$ cat src/rtl/regfile_pkg.sv
// rtl/regfile_pkg.sv - shared register-file widths and write-arbiter state encoding
package regfile_pkg;

  localparam int DEFAULT_ADDR_WIDTH = 4;
  localparam int DEFAULT_DATA_WIDTH = 8;

  typedef enum logic {
    ST_INIT = 1'b0,
    ST_RUN  = 1'b1
  } state_e;

  // Round-robin pointer values: which requester wins the next tie.
  localparam logic RR_A = 1'b0;
  localparam logic RR_B = 1'b1;

endpackage

$ cat src/rtl/rr_arbiter2.sv
// rtl/rr_arbiter2.sv - two-way round-robin grant with pointer register
module rr_arbiter2
  import regfile_pkg::*;
(
  input  logic       clk,
  input  logic       rst_n,
  input  logic [1:0] req,
  input  logic       advance,
  output logic [1:0] gnt
);

  logic ptr_q, ptr_d;

  always_comb begin
    gnt = req;
    if (req == 2'b11) begin
      gnt = (ptr_q == RR_B) ? 2'b10 : 2'b01;
    end
  end

  // After a transfer the other requester wins the next tie.
  always_comb begin
    ptr_d = ptr_q;
    if (advance) begin
      ptr_d = gnt[0] ? RR_B : RR_A;
    end
  end

  always_ff @(posedge clk or negedge rst_n) begin
    if (!rst_n) begin
      ptr_q <= RR_A;
    end else begin
      ptr_q <= ptr_d;
    end
  end

endmodule

$ cat src/rtl/regfile_write_arbiter.sv
// rtl/regfile_write_arbiter.sv - register-file write port owner: reset clear, then A/B round-robin
module regfile_write_arbiter
  import regfile_pkg::*;
#(
  parameter int                    ADDR_WIDTH = DEFAULT_ADDR_WIDTH,
  parameter int                    DATA_WIDTH = DEFAULT_DATA_WIDTH,
  parameter logic [DATA_WIDTH-1:0] INIT_VALUE = '0
) (
  input  logic                  clk,
  input  logic                  reset,
  input  logic                  a_valid,
  output logic                  a_ready,
  input  logic [ADDR_WIDTH-1:0] a_addr,
  input  logic [DATA_WIDTH-1:0] a_data,
  input  logic                  b_valid,
  output logic                  b_ready,
  input  logic [ADDR_WIDTH-1:0] b_addr,
  input  logic [DATA_WIDTH-1:0] b_data,
  output logic                  reg_write_enable,
  output logic [ADDR_WIDTH-1:0] reg_write_address_in,
  output logic [DATA_WIDTH-1:0] reg_write_data_in,
  output logic                  init_done
);

  localparam int NUM_REGS = 2 ** ADDR_WIDTH;
  // One extra counter bit lets "all registers cleared" be told apart from address 0.
  localparam logic [ADDR_WIDTH:0] CLEAR_END = (ADDR_WIDTH + 1)'(NUM_REGS);
  localparam logic [ADDR_WIDTH:0] CNT_ONE   = (ADDR_WIDTH + 1)'(1);

  state_e                state_q, state_d;
  logic [ADDR_WIDTH:0]   cnt_q, cnt_d;
  logic                  we_q, we_d;
  logic [ADDR_WIDTH-1:0] addr_q, addr_d;
  logic [DATA_WIDTH-1:0] data_q, data_d;
  logic                  init_done_q, init_done_d;

  logic [1:0] req;
  logic [1:0] gnt;
  logic       advance;

  assign req     = (state_q == ST_RUN) ? {b_valid, a_valid} : 2'b00;
  assign advance = |gnt;

  rr_arbiter2 u_rr_arbiter2 (
    .clk     (clk),
    .rst_n   (reset),
    .req     (req),
    .advance (advance),
    .gnt     (gnt)
  );

  assign a_ready = gnt[0];
  assign b_ready = gnt[1];

  always_comb begin
    state_d     = state_q;
    cnt_d       = cnt_q;
    we_d        = 1'b0;
    addr_d      = addr_q;
    data_d      = data_q;
    init_done_d = init_done_q;
    case (state_q)
      ST_INIT: begin
        if (cnt_q == CLEAR_END) begin
          state_d     = ST_RUN;
          init_done_d = 1'b1;
        end else begin
          we_d   = 1'b1;
          addr_d = cnt_q[ADDR_WIDTH-1:0];
          data_d = INIT_VALUE;
          cnt_d  = cnt_q + CNT_ONE;
        end
      end
      ST_RUN: begin
        if (gnt[0]) begin
          we_d   = 1'b1;
          addr_d = a_addr;
          data_d = a_data;
        end else if (gnt[1]) begin
          we_d   = 1'b1;
          addr_d = b_addr;
          data_d = b_data;
        end
      end
      default: state_d = ST_INIT;
    endcase
  end

  always_ff @(posedge clk or negedge reset) begin
    if (!reset) begin
      state_q     <= ST_INIT;
      cnt_q       <= '0;
      we_q        <= 1'b0;
      addr_q      <= '0;
      data_q      <= '0;
      init_done_q <= 1'b0;
    end else begin
      state_q     <= state_d;
      cnt_q       <= cnt_d;
      we_q        <= we_d;
      addr_q      <= addr_d;
      data_q      <= data_d;
      init_done_q <= init_done_d;
    end
  end

  assign reg_write_enable     = we_q;
  assign reg_write_address_in = addr_q;
  assign reg_write_data_in    = data_q;
  assign init_done            = init_done_q;

endmodule

$ cat config.mk
export PLATFORM = sky130hd
export DESIGN_NAME = regfile_write_arbiter
export DESIGN_NICKNAME = d
export VERILOG_FILES = /design/src/rtl/regfile_pkg.sv /design/src/rtl/rr_arbiter2.sv /design/src/rtl/regfile_write_arbiter.sv
export SDC_FILE = /design/constraint.sdc
export NUM_CORES = 1
export LEC_CHECK = 0
export CORE_MARGIN = 2
export CORE_UTILIZATION = 63
export DETAILED_ROUTE_END_ITERATION = 8
export DONT_BUFFER_PORTS = 1
export HOLD_SLACK_MARGIN = 0.06
export PLACE_DENSITY = 0.79
export SLEW_MARGIN = 5
export SYNTH_ARGS = -nofsm -noshare
export SYNTH_HDL_FRONTEND = slang
export SYNTH_SLANG_ARGS = --single-unit
$ cat constraint.sdc
create_clock -name clk -period 3.8 [get_ports clk]
set_input_delay 0 -clock clk [delete_from_list [all_inputs] [get_ports clk]]
set_output_delay 0 -clock clk [all_outputs]
set_load 0.03 [all_outputs]
# == Word-level counts from Yosys, hierarchy flattened ==
# Index checks and enable logic that the tools add are counted.
# W data, S select, Z words.
# classes
n_addsub,1
eq_ne,4
n_mux,18
bitwise_logic,2
reduce_logical,4
# op_table
operator,n
$mux W8,3
$pmux W8 S2,1
$mux W4,3
$pmux W4 S2,1
$mux W1,6
$mux W2,3
$reduce_and A2 Y1,3
$add A5 B1 Y5 const B,1
$eq A5 B5 Y1 const B,1
$ne A3 B1 Y1 const B,1
$eq A2 B2 Y1 const B,1
$ne A2 B2 Y1 const B,1
$not A1 Y1,2
$pmux W1 S2,1
$reduce_or A2 Y1,1
# word_totals
ff_bits,21
elab_cells,36

# == Depth between registers and ports, before layout ==
# Gate-level depths: netlist of run 1.
# depth
word_depth,6
depth_mapped,6

# == Cells and area by module ==
# Synthesis of run 1 repeated with hierarchy kept, for this count alone.
# hier_totals
hier_cells,109
hier_area_um2,1128.6
# modules_own_cells
mod,n_inst,cells_per_inst,area_each_um2,seq_area_each_um2
regfile_write_arbiter,1,104,1066.0,500.5
rr_arbiter2,1,5,62.6,25.0

# == Worst setup path before layout of run 1 ==
# No wires, ideal clock.
# synth_path
path_type,reg2reg
startpoint,reg u_rr_arbiter2.ptr_q
endpoint,reg u_rr_arbiter2.ptr_q
arrival_time_ns,1.288
required_time_ns,3.735
path_slack_ns,2.447
path_stages_with_launch,5
period_less_slack_ns,1.353
cell_sequence,dfrtp_1 -> a21bo_1 -> buf_6 -> nor2_1 -> a21o_2
# synth_via
elab_chain_len,3
word_cells_on_any_way,4
# synth_lines
item,line_no,text
start: declaration,rr_arbiter2.sv:12,"logic ptr_q, ptr_d;"
start signal: assignment,rr_arbiter2.sv:33,ptr_q <= ptr_d;
$mux W2 *,rr_arbiter2.sv:17,gnt = (ptr_q == RR_B) ? 2'b10 : 2'b01;
$mux W2 *,rr_arbiter2.sv:16,if (req == 2'b11) begin
via a_ready,regfile_write_arbiter.sv:12,"output logic a_ready,"
$mux W1 or $reduce_or A2 Y1 (tied branches),"rr_arbiter2.sv:25, regfile_write_arbiter.sv:42",
# The timed path passes the listed nets; every way through them passes the cells marked *.
# A chain may end at the register's enable or synchronous reset.

# == Final worst setup path of run 1 ==
# layout_path
startpoint,reg state_q
endpoint,reg addr_q[0] (netlist: reg_write_address_in[0])
# layout_via
elab_chain_len,5
word_cells_on_any_way,9
# layout_lines
item,line_no,text
start: declaration,regfile_write_arbiter.sv:30,"state_e state_q, state_d;"
start signal: assignment,regfile_write_arbiter.sv:98,state_q <= state_d;
$mux W2,regfile_write_arbiter.sv:41,"assign req = (state_q == ST_RUN) ? {b_valid, a_valid} : 2'b00;"
$eq A2 B2 Y1,rr_arbiter2.sv:16,
$mux W2,rr_arbiter2.sv:16,
$mux W4 or $ne A3 B1 Y1 (tied branches),n/a,
$pmux W4 S2 or $reduce_and A2 Y1 (tied branches),n/a,
end signal: assignment,regfile_write_arbiter.sv:101,addr_q <= addr_d;
end: declaration,regfile_write_arbiter.sv:33,"logic [ADDR_WIDTH-1:0] addr_q, addr_d;"
# Several ways; a longest one is shown, not always the timed one.

==> flow_results.org, run 1 <==
** Timing
- Worst hold slack across all endpoints :: 0.115 ns
- On the final layout, the worst clock skew is 0.00401 ns.
- Final critical-path setup slack :: 1.11 ns
- Timing-limited maximum frequency :: 372 MHz
- Summed negative setup slack over all endpoints :: 0 ns
- Measured against its own limit, the worst slew margin works out to 0.381.
- Final number of hold-violating endpoints :: 0
- The number of max-slew violations in the final report is 0.
- Dividing the final minimum period by the clock period gives 0.708.
- At the pin with the least slew margin, the transition time is 0.926 ns.
- Final critical-path required period :: 2.69 ns
- Setup violations remaining at the end of the flow were counted as 0.
- Setup repair after global routing left no endpoint under its margin.

** Setup path
- The critical path is of the reg2reg type.
- On the critical path, the stage with the largest delay is an instance of dfrtp_1.
- The largest single stage delay on the critical path is 0.91 ns.
- Critical Path Fanout Max :: 29
- Critical path required time :: 3.98 ns
- Reg-to-reg startpoint :: state_q$_DFF_PN0_
- Flop-to-flop setup slack :: 1.11 ns
- Startpoint Class :: flop
- For the worst flop-to-flop path, the logic depth is 4.
- Worst Setup End Kind :: flop
- In this run the critical register-to-register path is captured at reg_write_address_in[0]$_DFFE_PN0P_.
- Walking the worst path, the cells encountered are inv_1 > or3_1 > o2111a_1 > dlygate4sd3_1.
- Worst Path Arrival :: 2.88 ns

** Detailed routing
- Number of design rule violations left after detail routing :: 0
- Post-route antenna net violation count :: 0
- Before antenna repair, the detailed router went through 6 iterations.
- Drt initial violations :: 24
- Via density per instance :: 6.78
- Via count :: 983
- In the final routed layout, each cell accounts on average for 19.4 um.
- Post-Route WL :: 2.81 mm

** Power
- Dividing total power by cell area gives a power density of 351 mW/mm^2.
- Net load switching power :: 146 uW
- Pleak :: 0.548 nW
- Overall power consumption after layout is estimated at 473 uW.
- Of the total power, the clock network draws 0.224.
- Part of the power in combinational logic :: 0.178
- Of the total power, the share spent switching nets is 0.309.
- Worst vdd rail ir drop :: 0.000231 V
- Internal power comes to 327 uW.
- Proportion of power drawn by flip-flops and latches :: 0.598

** Clock tree
- No sink is reached through more buffers than the 2 on the longest clock path.
- Clock transition at the register clock pins on the worst setup and hold paths after CTS :: 0.11 ns
- Cts hold-fix bufs :: 26
- The cell sitting at the root of the clock tree is a clkbuf_4.
- Post-CTS Repair Setup Buffers :: 0
- Clock tree from TritonCTS :: done
- H-tree Lvls :: 1
- Clock buffer count from CTS :: 3
- The number of gates resized after CTS was 0.
- Number of clock sinks :: 21
- Worst-skew pair later-pin latency :: 0.30 ns

** Layout
- In the final design database the tool counted 159 nets.
- Proportion of layout cells with a drive suffix above 1 :: 0.0781
- The library cell used most frequently in the layout, excluding fill and tap cells, is dlygate4sd3_1.
- Syn-to-layout area delta :: 23.3%
- Diodes inserted :: 0
- Filler cells :: 104
- The finished layout holds 145 standard cells, fillers aside.
- Once layout is done, the placed cells without fillers occupy 0.00135 sq mm.
- In the layout the commonest cells are 26 x dlygate4sd3_1, 22 x nand3_1, 21 x dfrtp_1.
- For this run, the share of the core covered by cells in the final layout is 0.808.

** Yosys
- Yosys printed 0 warnings.
- Top cell type's share of synthesized area :: 0.480
- The cell count after synthesis came out at 106.
- Each instance of the synthesized netlist takes up on average 10.3 sq um.
- After synthesis, the cell types taking the most area are dfrtp_1 48%, nand3_1 10%, a211oi_1 5.5%, a31oi_1 4.6%, buf_6 3.1%.
- In the synthesized netlist the async set-or-reset flop fraction comes to 1.00.
- The most used flip-flop cell after synthesis is dfrtp_1.
- The number of nets in the synthesized netlist is 136.
- Post-synthesis instance area :: 0.00109 sq mm
- Share of the yosys chip area belonging to registers :: 0.480
- Number of enable-type register cells in the synthesized netlist :: 0
- Count of different cell masters after synthesis :: 35
- Cell type with the highest aggregate area in the netlist :: dfrtp_1
- FF+latch count, synth :: 21

** Floorplanning
- For this configuration, the core starts out at a cell density of 0.655.
- In this run the horizontal extent of the chip is 45.7 um.
- During I/O placement, the number of pins put on the boundary was 44.
- Floorplan Core Area :: 0.00167 sq mm
- Row cnt :: 15
- From bottom edge to top edge, the die measures 45.7 um.
- The die covers 0.00209 sq mm.

** Global route
- The via count of the first global-routing pass was 905.
- Antenna violations before repair :: 0
- GR Overflow Total :: 0
- For this run, the total global-route usage over all layers was measured as 0.278.
- Pin count of the biggest net entering global routing :: 30
- The first global-routing pass estimated 4.13 mm of wire.

** Min path
- Worst hold stages :: 2
- The worst hold path belongs to the class in2reg.
- Hold path startpoint :: a_valid
- The worst hold path terminates at u_rr_arbiter2.ptr_q$_DFFE_PN0P_.

** Placement
- Post-placement cell area :: 0.00106 sq mm
- OpenSTA, run right after detailed placement, puts the worst setup slack at 1.68 ns.
- In this run the tool buffered the top-level ports with 0 buffer cells.
- Dpl hpwl :: 1.66 mm
- In this run, placement finished with an instance count of 115.
- At the end of routability-driven placement, the weighted congestion stood at 0.785.

** Job
- Across the run, the number of max-cap violations was 0.

** Status
- The run finished with clean final reports.
==> flip-flops by register name, summed over array words and instances, names as in the netlist <==
name and cells:
reg_write_data_in 8, cnt_q 5, reg_write_address_in 4, init_done 1, reg_write_enable 1, state_q 1
u_rr_arbiter2.ptr_q 1
==> power by group through the flow <==
stage	registers [mW]	clock network, mW	logic, mW
after floorplan	0.284	0	0.0414
after global routing	0.285	0.116	0.0906
after CTS	0.283	0.107	0.0802
final	0.283	0.106	0.0841
after global placement	0.287	0	0.0421
after detailed placement	0.287	0	0.0436
==> layer usage <==
layer,vias to the layer above,track usage,wire length (um)
li1,454,-,-
met1,473,0.376,1130
met2,50,0.437,1430
met3,6,0.0556,197
met4,0,0.106,48
met5,-,0,0
==> cell usage after synthesis, types with 2 or more instances <==
cell,instances
nand3_1,22
inv_1,5
a211oi_1,8
clkbuf_1,3
buf_6,3
xnor2_1,3
nand2_1,3
ha_1,2
dfrtp_1,21
o21ai_0,2
a31oi_1,8
buf_2,3
==> logic make-up after synthesis <==
| kind of cell | Yosys count | share of synthesized area |
|---|---|---|
| AOI/OAI and AO/OA | 31 | 0.216 |
| xor gates and xnor gates | 3 | 0.0240 |
| adders and majority gates | 2 | 0.0229 |
| and+or+nand+nor | 34 | 0.175 |
| buffers and inverters | 14 | 0.0720 |
| muxes | 1 | 0.0103 |
| DFF | 21 | 0.480 |
==> how the worst max path moves through the flow <==
stage / from / endpoint / cells past startpoint
after floorplan: u_rr_arbiter2.ptr_q$_DFFE_PN0P_ / u_rr_arbiter2.ptr_q$_DFFE_PN0P_ / 4
after global placement: state_q$_DFF_PN0_ / u_rr_arbiter2.ptr_q$_DFFE_PN0P_ / 3
after detailed placement: state_q$_DFF_PN0_ / u_rr_arbiter2.ptr_q$_DFFE_PN0P_ / 3
after CTS: state_q$_DFF_PN0_ / reg_write_address_in[0]$_DFFE_PN0P_ / 4
after global routing: state_q$_DFF_PN0_ / reg_write_address_in[0]$_DFFE_PN0P_ / 4
final: state_q$_DFF_PN0_ / reg_write_address_in[0]$_DFFE_PN0P_ / 4
==> cell type report <==
| class | instances | area [sq um] | area share |
|---|---|---|---|
| Inverter | 5 | 18.8 | 0.0139 |
| Sequential cell | 21 | 526 | 0.389 |
| Tap cell | 17 | 21.3 | 0.0158 |
| Multi-Input combinational cell | 71 | 490 | 0.363 |
| Clock buffer | 4 | 26.3 | 0.0195 |
| Timing Repair Buffer | 27 | 268 | 0.198 |
==> critical path, delay by kind of cell (launching register included) <==
family | cells | cell delay (ns)
buf+inv | 2 | 1.05
compound gates | 1 | 0.14
simple gates | 1 | 0.47
flops | 1 | 0.91
(Power assumes the default switching activity.)
==> inputs of run 2 (changes only) <==
--- a/config.mk
+++ b/config.mk
@@ -6,11 +6,11 @@
 export NUM_CORES = 1
 export LEC_CHECK = 0
 export CORE_MARGIN = 2
-export CORE_UTILIZATION = 63
+export CORE_UTILIZATION = 54
 export DETAILED_ROUTE_END_ITERATION = 8
 export DONT_BUFFER_PORTS = 1
 export HOLD_SLACK_MARGIN = 0.06
-export PLACE_DENSITY = 0.79
+export PLACE_DENSITY = 0.72
 export SLEW_MARGIN = 5
 export SYNTH_ARGS = -nofsm -noshare
 export SYNTH_HDL_FRONTEND = slang
==> constraint.sdc (replaced) <==
create_clock -name clk -period 2.25 [get_ports clk]
set_input_delay 0 -clock clk [delete_from_list [all_inputs] [get_ports clk]]
set_output_delay 0 -clock clk [all_outputs]
set_load 0.03 [all_outputs]
==> flow_results.org, run 2 (synthesis gave the netlist of run 1 again) <==
** Layout
- The filler cells instantiated in the layout total 142.
- Most frequent standard cell in the layout excluding fill and tap cells :: dlygate4sd3_1
- Syn-to-layout area delta :: 28.9%
- Core Util, Final :: 0.727
- In the final layout, the share of cells above drive strength 1 is 0.129.
- Commonest cells after routing, fill and taps aside :: 26 x dlygate4sd3_1, 22 x nand3_1, 21 x dfrtp_1
- Once layout is done, the placed cells without fillers occupy 0.00141 sq mm.
- The register with the most flip-flops in the layout has 8 of them.
- Net count of the finished layout :: 163
- 0 antenna diodes ended up in the layout.

** Detailed routing
- Using the TritonRoute via totals, the vias-per-cell ratio works out to 6.43.
- After detailed routing, the average wire length per cell comes to 18.8 um.
- Number of design rule violations left after detail routing :: 0
- The pre-antenna-repair detailed-routing pass consisted of 4 iterations.
- The count of nets left with antenna violations once routing finished came out at 0.
- Post-Route WL :: 2.99 mm
- Across all layers, the routed design uses 1023 vias.
- Drt initial violations :: 33

** Global route
- Entering global routing, the biggest net connects 22 pins.
- GR Overflow Total :: 0
- GRT Resource Usage Total :: 0.274
- Antenna violations before repair :: 0
- Number of global-route vias before repair :: 1018
- The first global-routing pass estimated 4.95 mm of wire.

** Clock tree
- In this run the clock root is driven by a clkbuf_4.
- Worst-skew pair later-pin latency :: 0.31 ns
- Clock tree from TritonCTS :: done
- After clock tree synthesis, the clock-pin slew on the worst setup and hold paths is 0.12 ns.
- Clock buffer count from CTS :: 3
- In this run the number of H-tree levels came out at 1.
- Clk buf depth :: 2
- The tree built by TritonCTS fans out to 21 sinks.

** Setup path
- Critical Path Fanout Max :: 5
- The critical path is of the reg2reg type.
- Dominant delay contributor by cell family on the critical path :: buffers and inverters
- Worst Path Buf+Inv :: 2
- Cell type with the highest occurrence count on the critical path :: dlygate4sd3_1
- Worst Path Arrival :: 2.43 ns
- Worst Setup End Kind :: flop
- Startpoint Class :: flop
- Critical path required time :: 2.51 ns
- Chain of cells forming the critical path :: or2b_1 > nand4b_1 > dlygate4sd3_1 > o2111a_1 > dlygate4sd3_1
- In this design, the stage delay of the slowest critical-path cell is 0.55 ns.
- Slowest-stage cell, CP :: dlygate4sd3_1

** Floorplanning
- Effective utilization at floorplan :: 0.564
- Measured along the y axis, the die boundary spans 49.0 um.
- Row cnt :: 16
- Total I/O pin count :: 44
- In this run the standard cell core region covers 0.00194 sq mm.
- In this run the horizontal extent of the chip is 49.0 um.
- Area of the die :: 0.00240 sq mm

** Timing
- The routed design could run at a clock period as short as 2.17 ns.
- Worst clock skew on the final layout :: 0.00160 ns
- Setup violations remaining at the end of the flow were counted as 0.
- Slew at the pin closest to its max-slew limit :: 0.918 ns
- The number of max-slew violations in the final report came to 0.
- In this run the tightest slew margin relative to its limit is 0.386.
- Of the available clock period, the critical path in the final layout requires 0.964.
- Final critical-path setup slack :: 0.0809 ns
- Final number of hold-violating endpoints :: 0
- Derived from the worst setup path, the maximum achievable clock frequency is 461 MHz.
- Setup repair after global routing could not meet its margin everywhere.

** Power
- In this run the power density over the cells is 573 mW/mm^2.
- Across the VDD grid, the largest voltage drop is 0.000416 V.
- For this design the static power due to leakage is 0.573 nW.

** Placement
- Dpl hpwl :: 1.72 mm
- Final Wtd Congestion :: 0.784
- The placed instances occupy a cell area of 0.00110 sq mm.
- IO Port Bufs :: 0
- Before CTS, the worst setup slack after placement is 0.491 ns.

** Status
- The flow ran to the end, and the final reports show no timing, DRC or antenna violations.

** Min path
- Path category of the worst min-delay check :: in2reg

** Job
- Count of max-cap constraint violations :: 0
-- run 2: where the power goes --
group	total [mW]	switching, mW	internal, mW
registers	0.479	0.0745	0.404
logic	0.141	0.0629	0.0782
clock network	0.189	0.122	0.0665
-- run 2: routing by layer --
| layer | vias up | routed length (um) | global-route usage |
|---|---|---|---|
| met5 | - | 0 | 0 |
| met4 | 0 | 102 | 0.119 |
| met1 | 490 | 1130 | 0.339 |
| met3 | 15 | 238 | 0.0552 |
| met2 | 62 | 1520 | 0.463 |
| li1 | 456 | - | - |
-- run 2: final timing paths --
path | from | endpoint | slack [ns] | cells after the start
worst max-delay path | u_rr_arbiter2.ptr_q$_DFFE_PN0P_ | reg_write_address_in[0]$_DFFE_PN0P_ | 0.08 | 5
worst min-delay path | a_valid | reg_write_enable$_DFF_PN0_ | 0.13 | 2
worst max register to register | u_rr_arbiter2.ptr_q$_DFFE_PN0P_ | reg_write_address_in[0]$_DFFE_PN0P_ | 0.08 | 5
worst min register to register | cnt_q[2]$_DFFE_PN0P_ | cnt_q[2]$_DFFE_PN0P_ | 0.52 | 1
max in group asynchronous | reset | state_q$_DFF_PN0_ | 1.44 | 1
min in group asynchronous | reset | reg_write_address_in[2]$_DFFE_PN0P_ | 0.25 | 1
-- run 2: stage by stage --
stage / hold WS [ns] / total power, mW / TNS (ns) / instances
2_1_floorplan: -0.296 / 0.550 / 0 / 106
3_3_place_gp: -0.295 / 0.560 / 0 / 128
3_5_place_dp: -0.295 / 0.561 / 0 / 128
4_1_cts: 0.0771 / 0.801 / 0 / 158
5_1_grt: 0.130 / 0.847 / -0.00619 / 159
6_report: 0.128 / 0.808 / 0 / 159
-- run 2: cell type report --
class | instances | area [sq um] | share of cell area
clock inverter | 1 | 5.00 | 0.00355
multi-input combinational | 71 | 508 | 0.360
inverter | 5 | 18.8 | 0.0133
clock buffer | 3 | 22.5 | 0.0160
timing repair buffer | 31 | 298 | 0.211
sequential | 21 | 526 | 0.372
tap | 27 | 33.8 | 0.0239
-- run 2: repair_timing --
action                                 CTS  global route
endpoints found under the hold margin   33             0
hold buffers                            26             0
buffers inserted                         0             1
resized for setup                        0             3
setup endpoints to repair                0             8
